--- config.mk ---
export PLATFORM = sky130hd
export DESIGN_NAME = mips_mult_pipe_flat
export DESIGN_NICKNAME = d
export VERILOG_FILES = /design/src/rtl/mips_pkg.sv /design/src/rtl/mips_mult_pipe_if.sv /design/src/rtl/mips_mult_pp.sv /design/src/rtl/mips_mult_pipe.sv /design/src/flat_wrapper.sv
export SDC_FILE = /design/constraint.sdc
export NUM_CORES = 2
export LEC_CHECK = 0
export CAP_MARGIN = 10
export CORE_MARGIN = 4
export CORE_UTILIZATION = 40
export CTS_CLUSTER_SIZE = 28
export DETAILED_ROUTE_END_ITERATION = 6
export REMOVE_ABC_BUFFERS = 1
export SYNTH_ARGS = -nofsm -noshare
export SYNTH_HDL_FRONTEND = slang
export SYNTH_SLANG_ARGS = --single-unit
--- constraint.sdc ---
create_clock -name clk -period 13.2 [get_ports clk]
set_clock_uncertainty 0.15 [all_clocks]
set_input_delay 3.96 -clock clk [delete_from_list [all_inputs] [get_ports clk]]
set_output_delay 3.96 -clock clk [all_outputs]
set_load 0.02 [all_outputs]
--- src/rtl/mips_pkg.sv ---
// Shared MIPS core definitions used by the multiplier pipeline.
package mips_pkg;

    localparam int REG_ADDR_W = 5;
    localparam int MULT_LAT   = 5;

    // Per-stage control that travels alongside the arithmetic payload
    typedef struct packed {
        logic                  valid;
        logic [REG_ADDR_W-1:0] addr;
        logic                  neg;
    } t_mult_stage;

    localparam t_mult_stage STAGE_IDLE = t_mult_stage'({(REG_ADDR_W + 2){1'b0}});

endpackage

--- src/rtl/mips_mult_pipe_if.sv ---
// Decode-side launch signals and write-back/HI-LO results of the multiplier.
interface mips_mult_pipe_if import mips_pkg::*; #(parameter int DATA_W = 32);

    logic                  mult_start_D;
    logic                  stall;
    logic                  mult_signed_D;
    logic [DATA_W-1:0]     src_a_data_D;
    logic [DATA_W-1:0]     src_b_data_D;
    logic [REG_ADDR_W-1:0] reg_dest_addr_mult;
    logic                  mult_wb_valid;
    logic [REG_ADDR_W-1:0] mult_wb_addr;
    logic [DATA_W-1:0]     mult_wb_data;
    logic [DATA_W-1:0]     mult_hi;
    logic [DATA_W-1:0]     mult_lo;
    logic                  mult_busy;

    modport master (
        output mult_start_D, stall, mult_signed_D, src_a_data_D, src_b_data_D, reg_dest_addr_mult,
        input  mult_wb_valid, mult_wb_addr, mult_wb_data, mult_hi, mult_lo, mult_busy
    );

    modport slave (
        input  mult_start_D, stall, mult_signed_D, src_a_data_D, src_b_data_D, reg_dest_addr_mult,
        output mult_wb_valid, mult_wb_addr, mult_wb_data, mult_hi, mult_lo, mult_busy
    );

endinterface

--- src/rtl/mips_mult_pp.sv ---
// Four half-width unsigned partial products of two magnitude operands.
module mips_mult_pp #(
    parameter int DATA_W = 32
) (
    input  logic [DATA_W-1:0] a_mag,
    input  logic [DATA_W-1:0] b_mag,
    output logic [DATA_W-1:0] ll,
    output logic [DATA_W-1:0] lh,
    output logic [DATA_W-1:0] hl,
    output logic [DATA_W-1:0] hh
);

    localparam int H = DATA_W / 2;

    logic [DATA_W-1:0] a_lo_s, a_hi_s, b_lo_s, b_hi_s;

    // Zero-extend each half so every product is computed at full width
    always_comb begin
        a_lo_s = {{H{1'b0}}, a_mag[H-1:0]};
        a_hi_s = {{H{1'b0}}, a_mag[DATA_W-1:H]};
        b_lo_s = {{H{1'b0}}, b_mag[H-1:0]};
        b_hi_s = {{H{1'b0}}, b_mag[DATA_W-1:H]};
        ll     = a_lo_s * b_lo_s;
        lh     = a_lo_s * b_hi_s;
        hl     = a_hi_s * b_lo_s;
        hh     = a_hi_s * b_hi_s;
    end

endmodule

--- src/rtl/mips_mult_pipe.sv ---
// Free-running five-stage MULT/MULTU unit: P0 magnitudes, P1 partial products,
// P2 middle sum, P3 recombination, W sign fix-up plus write-back and HI/LO.
module mips_mult_pipe import mips_pkg::*; #(
    parameter int DATA_W = 32
) (
    input logic             clk,
    input logic             rst,
    mips_mult_pipe_if.slave mif
);

    localparam int H = DATA_W / 2;
    localparam logic [DATA_W-1:0]   ONE_W  = {{(DATA_W - 1){1'b0}}, 1'b1};
    localparam logic [2*DATA_W-1:0] ONE_2W = {{(2*DATA_W - 1){1'b0}}, 1'b1};

    t_mult_stage         p0_r, p1_r, p2_r, p3_r;
    logic                launch_s, neg_s;
    logic [DATA_W-1:0]   a_mag_s, b_mag_s, a_mag_r, b_mag_r;
    logic [DATA_W-1:0]   pp_ll_s, pp_lh_s, pp_hl_s, pp_hh_s;
    logic [DATA_W-1:0]   ll_r, lh_r, hl_r, hh_r, p2_ll_r, p2_hh_r;
    logic [DATA_W:0]     mid_r;
    logic [2*DATA_W-1:0] sum_s, sum_r, prod_s, w_prod_r;
    logic                w_valid_r;
    logic [REG_ADDR_W-1:0] w_addr_r;
    logic [DATA_W-1:0]   hi_r, lo_r;

    // Launch qualification and operand magnitudes; the min int maps onto itself as an unsigned 2^(W-1)
    always_comb begin
        launch_s = mif.mult_start_D & ~mif.stall;
        neg_s    = mif.mult_signed_D & (mif.src_a_data_D[DATA_W-1] ^ mif.src_b_data_D[DATA_W-1]);
        if (mif.mult_signed_D & mif.src_a_data_D[DATA_W-1]) begin
            a_mag_s = ~mif.src_a_data_D + ONE_W;
        end else begin
            a_mag_s = mif.src_a_data_D;
        end
        if (mif.mult_signed_D & mif.src_b_data_D[DATA_W-1]) begin
            b_mag_s = ~mif.src_b_data_D + ONE_W;
        end else begin
            b_mag_s = mif.src_b_data_D;
        end
    end

    // P0: capture launch and operand magnitudes
    always_ff @(posedge clk) begin
        if (rst) begin
            p0_r    <= STAGE_IDLE;
            a_mag_r <= {DATA_W{1'b0}};
            b_mag_r <= {DATA_W{1'b0}};
        end else begin
            p0_r    <= '{valid: launch_s, addr: mif.reg_dest_addr_mult, neg: neg_s};
            a_mag_r <= a_mag_s;
            b_mag_r <= b_mag_s;
        end
    end

    mips_mult_pp #(.DATA_W(DATA_W)) u_pp (
        .a_mag (a_mag_r),
        .b_mag (b_mag_r),
        .ll    (pp_ll_s),
        .lh    (pp_lh_s),
        .hl    (pp_hl_s),
        .hh    (pp_hh_s)
    );

    // P1 and P2: partial products, then the carry-preserving middle sum
    always_ff @(posedge clk) begin
        if (rst) begin
            p1_r    <= STAGE_IDLE;
            p2_r    <= STAGE_IDLE;
            ll_r    <= {DATA_W{1'b0}};
            lh_r    <= {DATA_W{1'b0}};
            hl_r    <= {DATA_W{1'b0}};
            hh_r    <= {DATA_W{1'b0}};
            mid_r   <= {(DATA_W + 1){1'b0}};
            p2_ll_r <= {DATA_W{1'b0}};
            p2_hh_r <= {DATA_W{1'b0}};
        end else begin
            p1_r    <= p0_r;
            p2_r    <= p1_r;
            ll_r    <= pp_ll_s;
            lh_r    <= pp_lh_s;
            hl_r    <= pp_hl_s;
            hh_r    <= pp_hh_s;
            mid_r   <= {1'b0, lh_r} + {1'b0, hl_r};
            p2_ll_r <= ll_r;
            p2_hh_r <= hh_r;
        end
    end

    // Recombine the unsigned product, then restore the sign on the way into W
    always_comb begin
        sum_s = {p2_hh_r, p2_ll_r} + {{(DATA_W - H - 1){1'b0}}, mid_r, {H{1'b0}}};
        if (p3_r.neg) begin
            prod_s = ~sum_r + ONE_2W;
        end else begin
            prod_s = sum_r;
        end
    end

    // P3 and W: recombined magnitude, then the final signed product
    always_ff @(posedge clk) begin
        if (rst) begin
            p3_r      <= STAGE_IDLE;
            sum_r     <= {(2*DATA_W){1'b0}};
            w_valid_r <= 1'b0;
            w_addr_r  <= {REG_ADDR_W{1'b0}};
            w_prod_r  <= {(2*DATA_W){1'b0}};
        end else begin
            p3_r      <= p2_r;
            sum_r     <= sum_s;
            w_valid_r <= p3_r.valid;
            w_addr_r  <= p3_r.addr;
            w_prod_r  <= prod_s;
        end
    end

    // HI/LO take the product one cycle after its write-back strobe
    always_ff @(posedge clk) begin
        if (rst) begin
            hi_r <= {DATA_W{1'b0}};
            lo_r <= {DATA_W{1'b0}};
        end else if (w_valid_r) begin
            hi_r <= w_prod_r[2*DATA_W-1:DATA_W];
            lo_r <= w_prod_r[DATA_W-1:0];
        end else begin
            hi_r <= hi_r;
            lo_r <= lo_r;
        end
    end

    assign mif.mult_wb_valid = w_valid_r;
    assign mif.mult_wb_addr  = w_addr_r;
    assign mif.mult_wb_data  = w_prod_r[DATA_W-1:0];
    assign mif.mult_hi       = hi_r;
    assign mif.mult_lo       = lo_r;
    assign mif.mult_busy     = p0_r.valid | p1_r.valid | p2_r.valid | p3_r.valid;

endmodule

--- src/flat_wrapper.sv ---
// flat-port wrapper written by rule: the top's interface ports become plain ports
module mips_mult_pipe_flat import mips_pkg::*;
#(
    parameter int DATA_W = 32
)
  (clk, rst, mif_mult_start_D, mif_stall, mif_mult_signed_D, mif_src_a_data_D, mif_src_b_data_D, mif_reg_dest_addr_mult, mif_mult_wb_valid, mif_mult_wb_addr, mif_mult_wb_data, mif_mult_hi, mif_mult_lo, mif_mult_busy);
  mips_mult_pipe_if #(.DATA_W(DATA_W)) mif_i ();
  input logic clk;
  input logic rst;
  input wire logic [$bits(mif_i.mult_start_D)-1:0] mif_mult_start_D;
  input wire logic [$bits(mif_i.stall)-1:0] mif_stall;
  input wire logic [$bits(mif_i.mult_signed_D)-1:0] mif_mult_signed_D;
  input wire logic [$bits(mif_i.src_a_data_D)-1:0] mif_src_a_data_D;
  input wire logic [$bits(mif_i.src_b_data_D)-1:0] mif_src_b_data_D;
  input wire logic [$bits(mif_i.reg_dest_addr_mult)-1:0] mif_reg_dest_addr_mult;
  output wire logic [$bits(mif_i.mult_wb_valid)-1:0] mif_mult_wb_valid;
  output wire logic [$bits(mif_i.mult_wb_addr)-1:0] mif_mult_wb_addr;
  output wire logic [$bits(mif_i.mult_wb_data)-1:0] mif_mult_wb_data;
  output wire logic [$bits(mif_i.mult_hi)-1:0] mif_mult_hi;
  output wire logic [$bits(mif_i.mult_lo)-1:0] mif_mult_lo;
  output wire logic [$bits(mif_i.mult_busy)-1:0] mif_mult_busy;
  assign mif_i.mult_start_D = mif_mult_start_D;
  assign mif_i.stall = mif_stall;
  assign mif_i.mult_signed_D = mif_mult_signed_D;
  assign mif_i.src_a_data_D = mif_src_a_data_D;
  assign mif_i.src_b_data_D = mif_src_b_data_D;
  assign mif_i.reg_dest_addr_mult = mif_reg_dest_addr_mult;
  assign mif_mult_wb_valid = mif_i.mult_wb_valid;
  assign mif_mult_wb_addr = mif_i.mult_wb_addr;
  assign mif_mult_wb_data = mif_i.mult_wb_data;
  assign mif_mult_hi = mif_i.mult_hi;
  assign mif_mult_lo = mif_i.mult_lo;
  assign mif_mult_busy = mif_i.mult_busy;
  mips_mult_pipe #(.DATA_W(DATA_W)) u_core (.clk(clk), .rst(rst), .mif(mif_i));
endmodule
Yosys cells after proc, flatten, opt, wreduce, memory -nomap -nowiden --
Index checks and enable logic that the tools add are counted.
Storage, ports and cells: register bits 515, input port bits 74, output and inout port bits 103
Operators by class: multiplexer cells 3, $add $sub $neg 5, bitwise operators 12, $mul 4
Operators by type and width (count):
- multiplier 16 x 16 -> 32 bit | 4
- adder 32 x 1 -> 32 bit, second input constant | 2
- adder 64 x 1 -> 64 bit, second input constant | 1
- adder 64 x 49 -> 64 bit | 1
- two-way mux 32 bit | 2
- two-way mux 64 bit | 1
- inverter 32 bit | 2
- inverter 64 bit | 1
- adder 32 x 32 -> 33 bit | 1
- bitwise AND 1 bit | 4
- bitwise OR 1 bit | 3
- inverter 1 bit | 1
- XOR 1 bit | 1

Longest topological paths before layout --
word-level depth 3, mapped depth 23, mapped depth without buffers 22

Cells and area by module --
From an unflattened synthesis, not the netlist that was laid out.
Unflattened totals: cell total of the unflattened synthesis 6121, area total of the unflattened synthesis 54771.3 um2
By module, submodules not included:
- mips_mult_pp | area each 34008.9 um2, instances 1, sequential area each 0.0 um2, cells an instance 3947
- mips_mult_pipe | area each 20762.4 um2, instances 1, sequential area each 10309.9 um2, cells an instance 2174

Worst setup path after synthesis --
Ideal clock, no wire load.
kind input-to-reg, start input port mif_src_b_data_D[12], end register u_core.b_mag_r[29], setup time 128 ps, data arrival time 5895 ps, path slack 7028 ps, cell stages on the path 8, path buffers 0, cell sequence or4_1 > nor4_1 > and3_1 > and2_1 > nand3b_1 > o41ai_1 > xor2_1 > nor2_1
Between the ends: longest elaborated chain between the ends 3
Ends and longest elaborated chain:
- start, declared | RTL line flat_wrapper.sv:14 | input wire logic [$bits(mif_i.src_b_data_D)-1:0] mif_src_b_data_D;
- inverter 32 bit | RTL line mips_mult_pipe.sv:36 | b_mag_s = ~mif.src_b_data_D + ONE_W;
- adder 32 x 1 -> 32 bit | RTL line mips_mult_pipe.sv:36
- two-way mux 32 bit | RTL line mips_mult_pipe.sv:35 | if (mif.mult_signed_D & mif.src_b_data_D[DATA_W-1]) begin
- end signal, assigned | RTL line mips_mult_pipe.sv:47 | b_mag_r <= {DATA_W{1'b0}};
- end signal, assigned | RTL line mips_mult_pipe.sv:51 | b_mag_r <= b_mag_s;
- end, declared | RTL line mips_mult_pipe.sv:17 | logic [DATA_W-1:0] a_mag_s, b_mag_s, a_mag_r, b_mag_r;
No other way between the ends. A chain may end at the register's enable or synchronous reset.

Worst setup path in the final report --
start register u_core.b_mag_r[2], end register u_core.ll_r[31]
Between the ends: longest elaborated chain between the ends 1
Ends and longest elaborated chain:
- multiplier 16 x 16 -> 32 bit | RTL line mips_mult_pp.sv:23 | ll = a_lo_s * b_lo_s;
- end signal, assigned | RTL line mips_mult_pipe.sv:69 | ll_r <= {DATA_W{1'b0}};
- end signal, assigned | RTL line mips_mult_pipe.sv:79 | ll_r <= pp_ll_s;
- end, declared | RTL line mips_mult_pipe.sv:19 | logic [DATA_W-1:0] ll_r, lh_r, hl_r, hh_r, p2_ll_r, p2_hh_r;
No other way between the ends.

==> results by group <==
Placement
  – Routability Congestion: 0.8861
  – Placed Cells incl. Taps: 7806
  – Placed cell area: ~57000 um^2
  – HPWL Detailed: 103000 um
  – Number of buffers added on ports: 176

Clocking
  – Root Buffer: clkbuf_16
  – Inserted Clock Buffers: 60
  – Postcts setup bufs: 0
  – CTS tree: yes
  – Clock Tree Buf Depth: 3
  – Reg clk slew, reported paths: around 0.07 ns
  – Clock tree sinks: roughly 500
  – Hold-fix buffers, CTS: 0
  – Resized cells post-CTS: 0
  – Worst skew pair latency: 0.69 ns
  – H-tree Lvls: 2

Routing
  – DR iter-0 viols: roughly 2600
  – First-pass DRT Iterations: 7
  – Max Used Layer: met5
  – DRC: 0
  – DR WL met3: 8632 um
  – Via Count: 40020
  – Met1 wire length: 66020 um
  – Vias per inst: 5.053
  – Drt total wl: 139700 um
  – Met2 routed WL: about 61000 um
  – WL per Instance: 17.64 um
  – Routed Antenna Nets: 0

Logic synthesis
  – Syn avg cell area: 8.867 um^2
  – Yosys top cell area share: 28.65%
  – Cells after Synth: 6131
  – Area contributors post-synth: fa_1 29%, dfxtp_1 19%, ha_1 11%
  – Synth unique cells: 78
  – Post-synth top area cell: fa_1
  – Main synth FF type: dfxtp_1
  – Ys async rst share: 0%
  – Post-synth EDFFs: 0
  – Register area share after synthesis: about a fifth
  – Yosys warns: 0
  – Most common cell in the synthesized netlist: inv_1
  – Mapped Area: 54360 um^2
  – Most common library cells after synthesis: 945 x inv_1, 778 x fa_1, 696 x nand2_1
  – Synth Register Bits: 515

Setup path
  – Worst EP required: 13.57 ns
  – Worst setup SP type: flop
  – CP Max Fanout: 17
  – CP endpoint kind: flop
  – Flop-to-flop setup slack: around 6.1 ns
  – Arr. time, crit path: 7.47 ns
  – Critical path class: flop to flop

Run
  – Max-cap violations: 0

GRT
  – Remaining global-route overflow: 0
  – First-pass GRT wire length: 230000 um
  – Tot GR Track Use: 20.17%
  – Vias in the first global route: 41650
  – Largest net degree at the start of global routing: 171
  – Initial antenna violation count: 4

Pwr
  – Clock power frac: 24.9%
  – P per Cell Area: between 100 and 150 nW/um^2
  – Max VDD drop: 99.91 uV
  – P_sw: around 0.0029 W
  – Comb power frac: a little under half
  – Sw Ratio: a little over two fifths
  – Seq pwr share: 28.3%
  – Total internal power: 0.004003 W
  – Leakage power: 28.03 nW

Timing
  – Post-route minimum period: 7.102 ns
  – Final period utilization: 53.80%
  – Final hold violation count: 0
  – Hold WS: 0.2781 ns
  – Fmax: about 0.14 GHz
  – Least-Margin Pin Slew: 1.090 ns
  – Max_slew headroom: a little over a quarter
  – Post-Route Setup TNS: 0 ns
  – Setup violators final: 0
  – Slew Viols, Final: 0
  – RSZ-0062 raised after global routing: no

Final layout
  – Area occupied by multi-input gates: between 30000 and 40000 um^2
  – Nets: 7423
  – Finished Layout Cells: roughly 7900
  – Finished Cell Area: approximately 60000 um^2
  – Share of layout cells above drive strength 1: 3.731%
  – Filler Cells Inserted: 13220
  – Register Area: 10350 um^2
  – Synthesis-to-finish area growth: 9.466%

Min path
  – Hold Path Class: flop to flop

Die
  – Die width: 376.7 um
  – Io pins: 177
  – Die H: 376.7 um
  – Core Rows: 135
  – Die area: 141900 um^2
  – Area of the core: 135300 um^2
  – Starting Density: between 40% and 50%

Status
  – Status: complete, no violations
## final timing paths
| path | start | endpoint | cells past startpoint |
|---|---|---|---|
| setup / recovery | u_core.b_mag_r[2]$_SDFF_PP0_ | u_core.ll_r[31]$_SDFF_PP0_ | 20 |
| hold / removal | u_core.p3_r[5]$_SDFF_PP0_ | u_core.mif.mult_wb_addr[4]$_SDFF_PP0_ | 1 |
| setup reg to reg | u_core.b_mag_r[2]$_SDFF_PP0_ | u_core.ll_r[31]$_SDFF_PP0_ | 20 |
| hold reg to reg | u_core.p3_r[5]$_SDFF_PP0_ | u_core.mif.mult_wb_addr[4]$_SDFF_PP0_ | 1 |
## power groups by stage
stage	Combinational (W)	Sequential (W)	Clock, W
after floorplan	0.00223	0.00195	0
after global placement	0.00316	0.00198	0
after detailed placement	0.00318	0.00198	0
after CTS	0.00321	0.00195	0.00178
after global routing	0.00367	0.00197	0.00184
final	0.00322	0.00195	0.00172
## critical path, stage by stage, from the launching register on
cell and delay [ns]:
dfxtp_1 0.80, buf_4 0.35, nand2_1 0.10, fa_1 0.52, fa_1 0.57, fa_1 0.46
fa_1 0.54, inv_1 0.05, fa_1 0.47, inv_1 0.05, fa_1 0.47, inv_1 0.04
ha_1 0.35, nand2_1 0.11, o311ai_0 0.41, a22oi_1 0.18, a221oi_1 0.48, o22ai_1 0.29
o31ai_1 0.33, xnor2_1 0.16, nor2_1 0.05
## cells by family after synthesis
group                    count (synthesis)  synth area share, %
AO/OA/AOI/OAI                          660                7.853
XOR/XNOR                               263                4.237
adder cells (fa/ha/maj)               1262                39.79
buffers and inverters                 1283                9.084
flip-flops                             515                18.96
multiplexers                            77                1.438
AND/OR/NAND/NOR                       2071                18.63
## layout make-up
class	instances	share of cell area, %
Antenna cell	1	0.004205
Clock buffer	76	2.708
Clock inverter	36	0.7653
Inverter	945	5.961
Multi-Input combinational cell	4333	65.73
Sequential cell	515	17.39
Tap cell	1781	3.745
Timing Repair Buffer	232	3.696
## layer usage
layer  vias to the layer above  GRT usage (%)
li1                      19020              -
met4                         2          5.470
met3                       172          3.389
met1                     19740          28.76
met2                      1081          31.69
met5                         -              0
## through the flow
stage / utilization (%) / power (W) / worst slack, ns
floorplan: - / 0.004182 / 6.705
global placement: 42.45 / 0.005137 / 6.302
detailed placement: 42.45 / 0.005167 / 6.192
CTS: 43.98 / 0.006937 / 6.180
global route: 43.98 / 0.007482 / 5.547
finish: 43.98 / 0.006880 / 6.098
## flip-flops by register name, indices dropped and copies added, names as in the netlist, 32 cells and up
name	count
u_core.sum_r	64
u_core.mif.mult_hi	32
u_core.w_prod_r	64
u_core.hh_r	32
u_core.ll_r	32
u_core.p2_ll_r	32
u_core.b_mag_r	32
u_core.p2_hh_r	32
u_core.lh_r	32
u_core.mid_r	33
u_core.a_mag_r	32
u_core.mif.mult_lo	32
u_core.hl_r	32
## cells in the final DEF, fill, tap and decap left out, types with 28 or more instances in the layout
cell type | synthesis | final
nand2_1 | 696 | 696
xor2_1 | 154 | 154
a21o_1 | 84 | 84
o31ai_1 | 43 | 43
dfxtp_1 | 515 | 485
or3_1 | 30 | 30
dfxtp_2 | 0 | 29
clkbuf_16 | 0 | 60
mux2i_1 | 68 | 68
ha_1 | 484 | 484
nor2b_1 | 151 | 151
nor2_1 | 436 | 436
nor3_1 | 47 | 47
inv_1 | 945 | 944
xnor2_1 | 109 | 109
clkdlybuf4s50_1 | 0 | 175
and2_1 | 485 | 485
nand3_1 | 53 | 53
nand4_1 | 30 | 30
and3_1 | 43 | 43
fa_1 | 778 | 778
a211oi_1 | 28 | 28
o21ai_0 | 126 | 126
buf_4 | 32 | 55
a21oi_1 | 196 | 196
(Power assumes the default switching activity.)
